===== src/rtl/vga_timing_decoder.sv =====
// Receive-side VGA timing monitor: rebuilds hCount/vCount from hSync/vSync,
// checks line/frame geometry, reports lock state and timing/bright violations.
module vga_timing_decoder #(
  parameter int unsigned H_TOTAL     = 800,
  parameter int unsigned H_SYNC      = 96,
  parameter int unsigned V_TOTAL     = 525,
  parameter int unsigned V_SYNC      = 2,
  parameter int unsigned H_ACT_START = 144,
  parameter int unsigned H_ACT_END   = 782,
  parameter int unsigned V_ACT_START = 35,
  parameter int unsigned V_ACT_END   = 513,
  parameter int unsigned LOCK_LINES  = 4
) (
  input  logic       Clk,
  input  logic       Reset,
  input  logic       hSync,
  input  logic       vSync,
  input  logic       Bright,
  output logic [9:0] hCount,
  output logic [9:0] vCount,
  output logic       locked,
  output logic       frameStart,
  output logic       pixelValid,
  output logic       timingErr,
  output logic       brightErr,
  output logic [7:0] errCount
);

  localparam logic [9:0] H_LAST   = 10'(H_TOTAL - 1);
  localparam logic [9:0] V_LAST   = 10'(V_TOTAL - 1);
  localparam logic [9:0] H_SYNC_W = 10'(H_SYNC);
  localparam logic [9:0] V_SYNC_W = 10'(V_SYNC);
  localparam logic [9:0] HA_S     = 10'(H_ACT_START);
  localparam logic [9:0] HA_E     = 10'(H_ACT_END);
  localparam logic [9:0] VA_S     = 10'(V_ACT_START);
  localparam logic [9:0] VA_E     = 10'(V_ACT_END);
  localparam logic [7:0] LOCK_N   = 8'(LOCK_LINES);

  typedef enum logic [1:0] {SEARCH, ACQUIRE, LOCKED} state_t;

  state_t     state, state_nx;
  logic       hs_q, vs_q, bright_q;
  logic       v_seen, v_seen_nx;
  logic [9:0] h_low, h_low_nx, v_low, v_low_nx;
  logic [9:0] h_nx, v_nx;
  logic [7:0] good, good_nx, good_inc;
  logic [8:0] err_sum;
  logic       h_fall, h_rise, v_fall, v_rise, checking;
  logic       line_err, hw_err, vpos_err, frame_err, vw_err, viol;
  logic       in_window;

  always_comb begin
    h_fall   = hs_q & ~hSync;
    h_rise   = ~hs_q & hSync;
    v_fall   = vs_q & ~vSync;
    v_rise   = ~vs_q & vSync;
    checking = (state != SEARCH);
    line_err  = checking & h_fall & (hCount != H_LAST);
    hw_err    = checking & h_rise & (h_low != H_SYNC_W);
    vpos_err  = checking & v_fall & ~h_fall;
    // Vertical phase is unknown until a vSync fall has been seen after acquiring.
    frame_err = checking & v_seen & v_fall & (vCount != V_LAST);
    vw_err    = checking & v_seen & v_rise & (v_low != V_SYNC_W);
    viol      = line_err | hw_err | vpos_err | frame_err | vw_err;
  end

  always_comb begin
    h_nx = (h_fall || hCount == H_LAST) ? '0 : hCount + 10'd1;
    v_nx = vCount;
    if (h_fall) begin
      if (state == SEARCH || v_fall) v_nx = '0;
      else if (vCount == V_LAST)     v_nx = '0;
      else                           v_nx = vCount + 10'd1;
    end
    h_low_nx = h_low;
    if (h_fall)                          h_low_nx = 10'd1;
    else if (!hSync && h_low != '1)      h_low_nx = h_low + 10'd1;
    v_low_nx = v_low;
    if (v_fall)                          v_low_nx = {9'd0, h_fall};
    else if (h_fall && !vSync && v_low != '1) v_low_nx = v_low + 10'd1;
  end

  always_comb begin
    state_nx  = state;
    good_nx   = good;
    v_seen_nx = v_seen;
    good_inc  = (good == '1) ? good : good + 8'd1;
    case (state)
      SEARCH: begin
        if (h_fall) begin
          state_nx  = ACQUIRE;
          good_nx   = '0;
          v_seen_nx = v_fall;
        end
      end
      ACQUIRE: begin
        if (h_fall && v_fall) v_seen_nx = 1'b1;
        if (viol) begin
          good_nx = '0;
        end else if (h_fall) begin
          good_nx = good_inc;
          if (good_inc >= LOCK_N && (v_seen || v_fall)) state_nx = LOCKED;
        end
      end
      LOCKED: begin
        if (viol) state_nx = SEARCH;
      end
      default: state_nx = SEARCH;
    endcase
  end

  // Bright is delayed one clock so it lines up with the recovered counters.
  always_comb begin
    locked     = (state == LOCKED);
    in_window  = (hCount >= HA_S) && (hCount <= HA_E) &&
                 (vCount >= VA_S) && (vCount <= VA_E);
    pixelValid = locked & bright_q & in_window;
    brightErr  = locked & (bright_q ^ in_window);
    frameStart = locked & (hCount == '0) & (vCount == '0);
    err_sum    = 9'(errCount) + 9'(timingErr) + 9'(brightErr);
  end

  always_ff @(posedge Clk) begin
    if (Reset) begin
      state     <= SEARCH;
      hs_q      <= 1'b1;
      vs_q      <= 1'b1;
      bright_q  <= 1'b0;
      hCount    <= '0;
      vCount    <= '0;
      h_low     <= '0;
      v_low     <= '0;
      good      <= '0;
      v_seen    <= 1'b0;
      timingErr <= 1'b0;
      errCount  <= '0;
    end else begin
      state     <= state_nx;
      hs_q      <= hSync;
      vs_q      <= vSync;
      bright_q  <= Bright;
      hCount    <= h_nx;
      vCount    <= v_nx;
      h_low     <= h_low_nx;
      v_low     <= v_low_nx;
      good      <= good_nx;
      v_seen    <= v_seen_nx;
      timingErr <= viol;
      errCount  <= err_sum[8] ? '1 : err_sum[7:0];
    end
  end

endmodule


===== config.mk =====
export PLATFORM = sky130hd
export DESIGN_NAME = vga_timing_decoder
export DESIGN_NICKNAME = d
export VERILOG_FILES = /design/src/rtl/vga_timing_decoder.sv
export SDC_FILE = /design/constraint.sdc
export NUM_CORES = 1
export LEC_CHECK = 0
export CORE_ASPECT_RATIO = 0.6
export CORE_MARGIN = 2
export CORE_UTILIZATION = 25
export CTS_CLUSTER_SIZE = 28
export DETAILED_ROUTE_END_ITERATION = 7
export GPL_ROUTABILITY_DRIVEN = 0
export PLACE_DENSITY = 0.48
export SYNTH_ARGS = -nofsm -noshare
export SYNTH_HDL_FRONTEND = slang
export SYNTH_SLANG_ARGS = --single-unit

===== constraint.sdc =====
create_clock -name Clk -period 3.9 [get_ports Clk]
set_input_delay 1.17 -clock Clk [delete_from_list [all_inputs] [get_ports Clk]]
set_output_delay 1.17 -clock Clk [all_outputs]
set_load 0.005 [all_outputs]

==> results of run 1 <==
==> power groups by stage <==
stage | Sequential, uW | Combinational [uW] | Clock (uW)
after floorplan | 678 | 65.6 | 0
after global placement | 680 | 99.2 | 0
after detailed placement | 681 | 100 | 0
after CTS | 666 | 100 | 832
after global routing | 668 | 112 | 861
final | 667 | 100 | 801
==> worst min-delay path by stage <==
stage	start	endpoint	slack, ns
5_1_grt	hCount[0]	hCount[0]	0.55
6_report	hCount[0]	hCount[0]	0.49
4_1_cts	hCount[0]	hCount[0]	0.50
2_1_floorplan	hCount[0]	hCount[0]	0.46
3_3_place_gp	hCount[0]	hCount[0]	0.48
3_5_place_dp	hCount[0]	hCount[0]	0.48
==> worst register-to-register path: cells and delay by family, from the launching register on <==
family	cells	cell delay (ns)
flip-flops	1	0.39
adder cells (fa/ha/maj)	2	0.64
AO/OA/AOI/OAI	4	0.73
XOR/XNOR	1	0.12
buffers and inverters	1	0.07
AND/OR/NAND/NOR	4	1.26
==> timing repair <==
item | CTS | global route
endpoints found under the hold margin | 0 | 0
gates resized for setup | 0 | 2
buffers inserted | 0 | 0
setup endpoints to repair | 0 | 1
==> per-stage QoR <==
| stage | cell area [um2] | power, uW |
|---|---|---|
| global route | 4200 | 1640 |
| floorplan | 3320 | 743 |
| CTS | 4190 | 1600 |
| finish | 4200 | 1570 |
| global placement | 3890 | 780 |
| detailed placement | 3890 | 780 |
==> cells by family (layout without fill, tap and decap cells) <==
| kind of cell | count (synthesis) | count (layout) | synth area share [%] |
|---|---|---|---|
| AND/OR/NAND/NOR | 188 | 188 | 30.5 |
| flip-flops | 63 | 63 | 38.0 |
| AO/OA/AOI/OAI | 62 | 62 | 13.2 |
| XOR/XNOR | 35 | 35 | 9.23 |
| buffers and inverters | 27 | 74 | 3.32 |
| adder cells (fa/ha/maj) | 13 | 13 | 5.12 |
| multiplexers | 2 | 2 | 0.603 |
==> synthesized netlist by cell type, types with 12 or more instances <==
| library cell | number | share of area [%] |
|---|---|---|
| a21oi_1 | 20 | 3.0 |
| and3_1 | 13 | 2.4 |
| dfxtp_1 | 63 | 38 |
| ha_1 | 12 | 4.5 |
| inv_1 | 15 | 1.7 |
| nand2_1 | 21 | 2.4 |
| nand3_1 | 17 | 2.6 |
| nand4_1 | 16 | 3.0 |
| nor2_1 | 53 | 6.0 |
| nor3_1 | 13 | 2.0 |
| xnor2_1 | 16 | 4.2 |
| xor2_1 | 19 | 5.0 |
==> state kept, by name, summed over array words and instances (netlist names) <==
name       count
h_low         10
timingErr      1
hs_q           1
bright_q       1
vCount        10
vs_q           1
state          2
v_seen         1
errCount       8
v_low         10
good           8
hCount        10
==> layout make-up <==
cell class              instances  area share, %
multi-input cells             300           46.5
inverters                      15           1.34
well taps                     170           5.07
flip-flops and latches         63           30.1
clock buffers                   9           5.37
repair buffers                 43           9.90
clock inverters                 7           1.73
==> metal layers <==
layer	up-vias	track usage [%]	share of wire, %
met5	-	0	0
met4	0	4.24	1.3
met3	11	3.52	4.5
met2	65	16.5	38
met1	1351	18.9	56
li1	1479	-	-
==> results_dict.tcl, run 1 <==
set metrics [dict create \
    outcome "finished, final reports clean" \
    numPortBuffers 37 \
    ys.flop_type "dfxtp_1" \
    period_share_pct 95.8 \
    cp-end-kind "primary output" \
    comb_power_share_pct 6.4 \
    reg2reg_from "vCount[2]" \
    ys_seq_area_share_pct 38.0 \
    maxSlewViolCount 0 \
    die_width_um 153 \
    seqPwrFrac_pct 42.5 \
    critPathMaxFanout 8 \
    hold_ws_ns 0.486 \
    dp_hpwl_mm 6.25 \
    grt_pass1_vias 2776 \
    fin_cells 607 \
    slowest_stage "or4_4" \
    dr.pass1.iters 4 \
    synthDistinctLibCells 57 \
    slew_headroom_pct 37.6 \
    reg2reg_to "errCount[1]" \
    finalSetupViolCount 0 \
    synth_cells 390 \
    rows 32 \
    grt_use_total_pct 12.5 \
    hold_path_depth 1 \
    cp_cell_sequence "or4_4 > a2111oi_4 > o21ai_2 > o311ai_2 > xor2_1 > nor2b_1 > clkdlybuf4s50_1" \
    tightest_slew_ns 0.928 \
    p_clk_share_pct 51.1 \
    nets 450 \
    finalCriticalPeriod_ns 3.73 \
    max_cap_viol_count 0 \
    antenna_found_initial 0 \
    synth_warnings 0 \
    clock_skew_ns 0.0119 \
    syn2layout_area_growth_pct 26.4 \
    vias 2906 \
    rsz0062_at_grt "false" \
    routed_wl_mm 8.39 \
    nFillCells 1367 \
    multiInputGateArea_um2 1950 \
    switching_share_pct 24.1 \
    intPower_uw 1190 \
    grt_pass1_wl_mm 14.1 \
    diodes 0 \
    routedWlPerCell_um 13.8 \
    hold_class "flip-flop to flip-flop" \
    cts.htree.levels 3 \
    crit_cells 7 \
    crit_required_ns 2.73 \
    fmax_mhz 268 \
    async_flop_share_pct 0 \
    ioPinCount 38 \
    mostFrequentLayoutCell "dfxtp_1" \
    final_layout_size_suffix_gt1_share_pct 9.61 \
    startpoint_type "flip-flop" \
    cts.path.max_buffers 2 \
    seqCellArea_um2 1260 \
    max_stage_delay_ns 0.58 \
    worst_r2r_path_depth 12 \
    cts.sinks 63 \
    syn_avg_cell_area_um2 8.51 \
    synth-seq-cells 63 \
    leakage_uw 0.00148 \
    cts_made_buffers 9 \
    vdd_drop_max_mv 0.203 \
    root_buffer "clkbuf_16" \
    mostFrequentLayoutCells "dfxtp_1, nor2_1, clkdlybuf4s50_1, nand2_1, a21oi_1" \
    p_per_area_nw_per_um2 374 \
    cts_hold_buf 0 \
    worst_slack_ns 0.165 \
    postRouteAntennaNets 0 \
    dieArea_um2 14300 \
    arrival_ns 2.56 \
    endpoint "brightErr" \
    clkLatencyLatePin_ns 0.34 \
    cts_tree "done" \
    path_delay_family "simple AND/OR/NAND/NOR gates" \
    grt_max_degree 23 \
    power.switching_uw 378 \
    core_um2 12900 \
    finalHoldViolCount 0 \
    r2r_slack_ns 0.60 \
    start_util_pct 25.8 \
    crit_start "vCount[2]" \
    place_ws_ns 0.399 \
    initialDrtViolationCount 132 \
    postLayoutCoreUtil_pct 32.6 \
    drc_errors 0 \
    dp_cells 591 \
    syn_nets 408 \
    synth_edf_count 0 \
    clkTransAtPathRegs_ns 0.06 \
    fin_setup_tns_ns 0 \
    grt_remaining_overflow 0 \
    path_class "flip-flop to primary output" \
    via_per_inst 4.79 \
    netlist_area_um2 3320 \
    critical_path_buf_inv_count 1 \
    die_h_um 93.3 \
]
Power figures use the tool's default switching activity.
==> run 2: changes to the inputs <==
SKIP_CTS_REPAIR_TIMING = 1   (was default)
==> results of run 2 <==
No change in the layout: final DEF, timing and power equal those of run 1.
==> run 3: changes to the inputs <==
SLEW_MARGIN = 10   (was default)
==> results of run 3 <==
No change in the layout: final DEF, timing and power equal those of run 1.
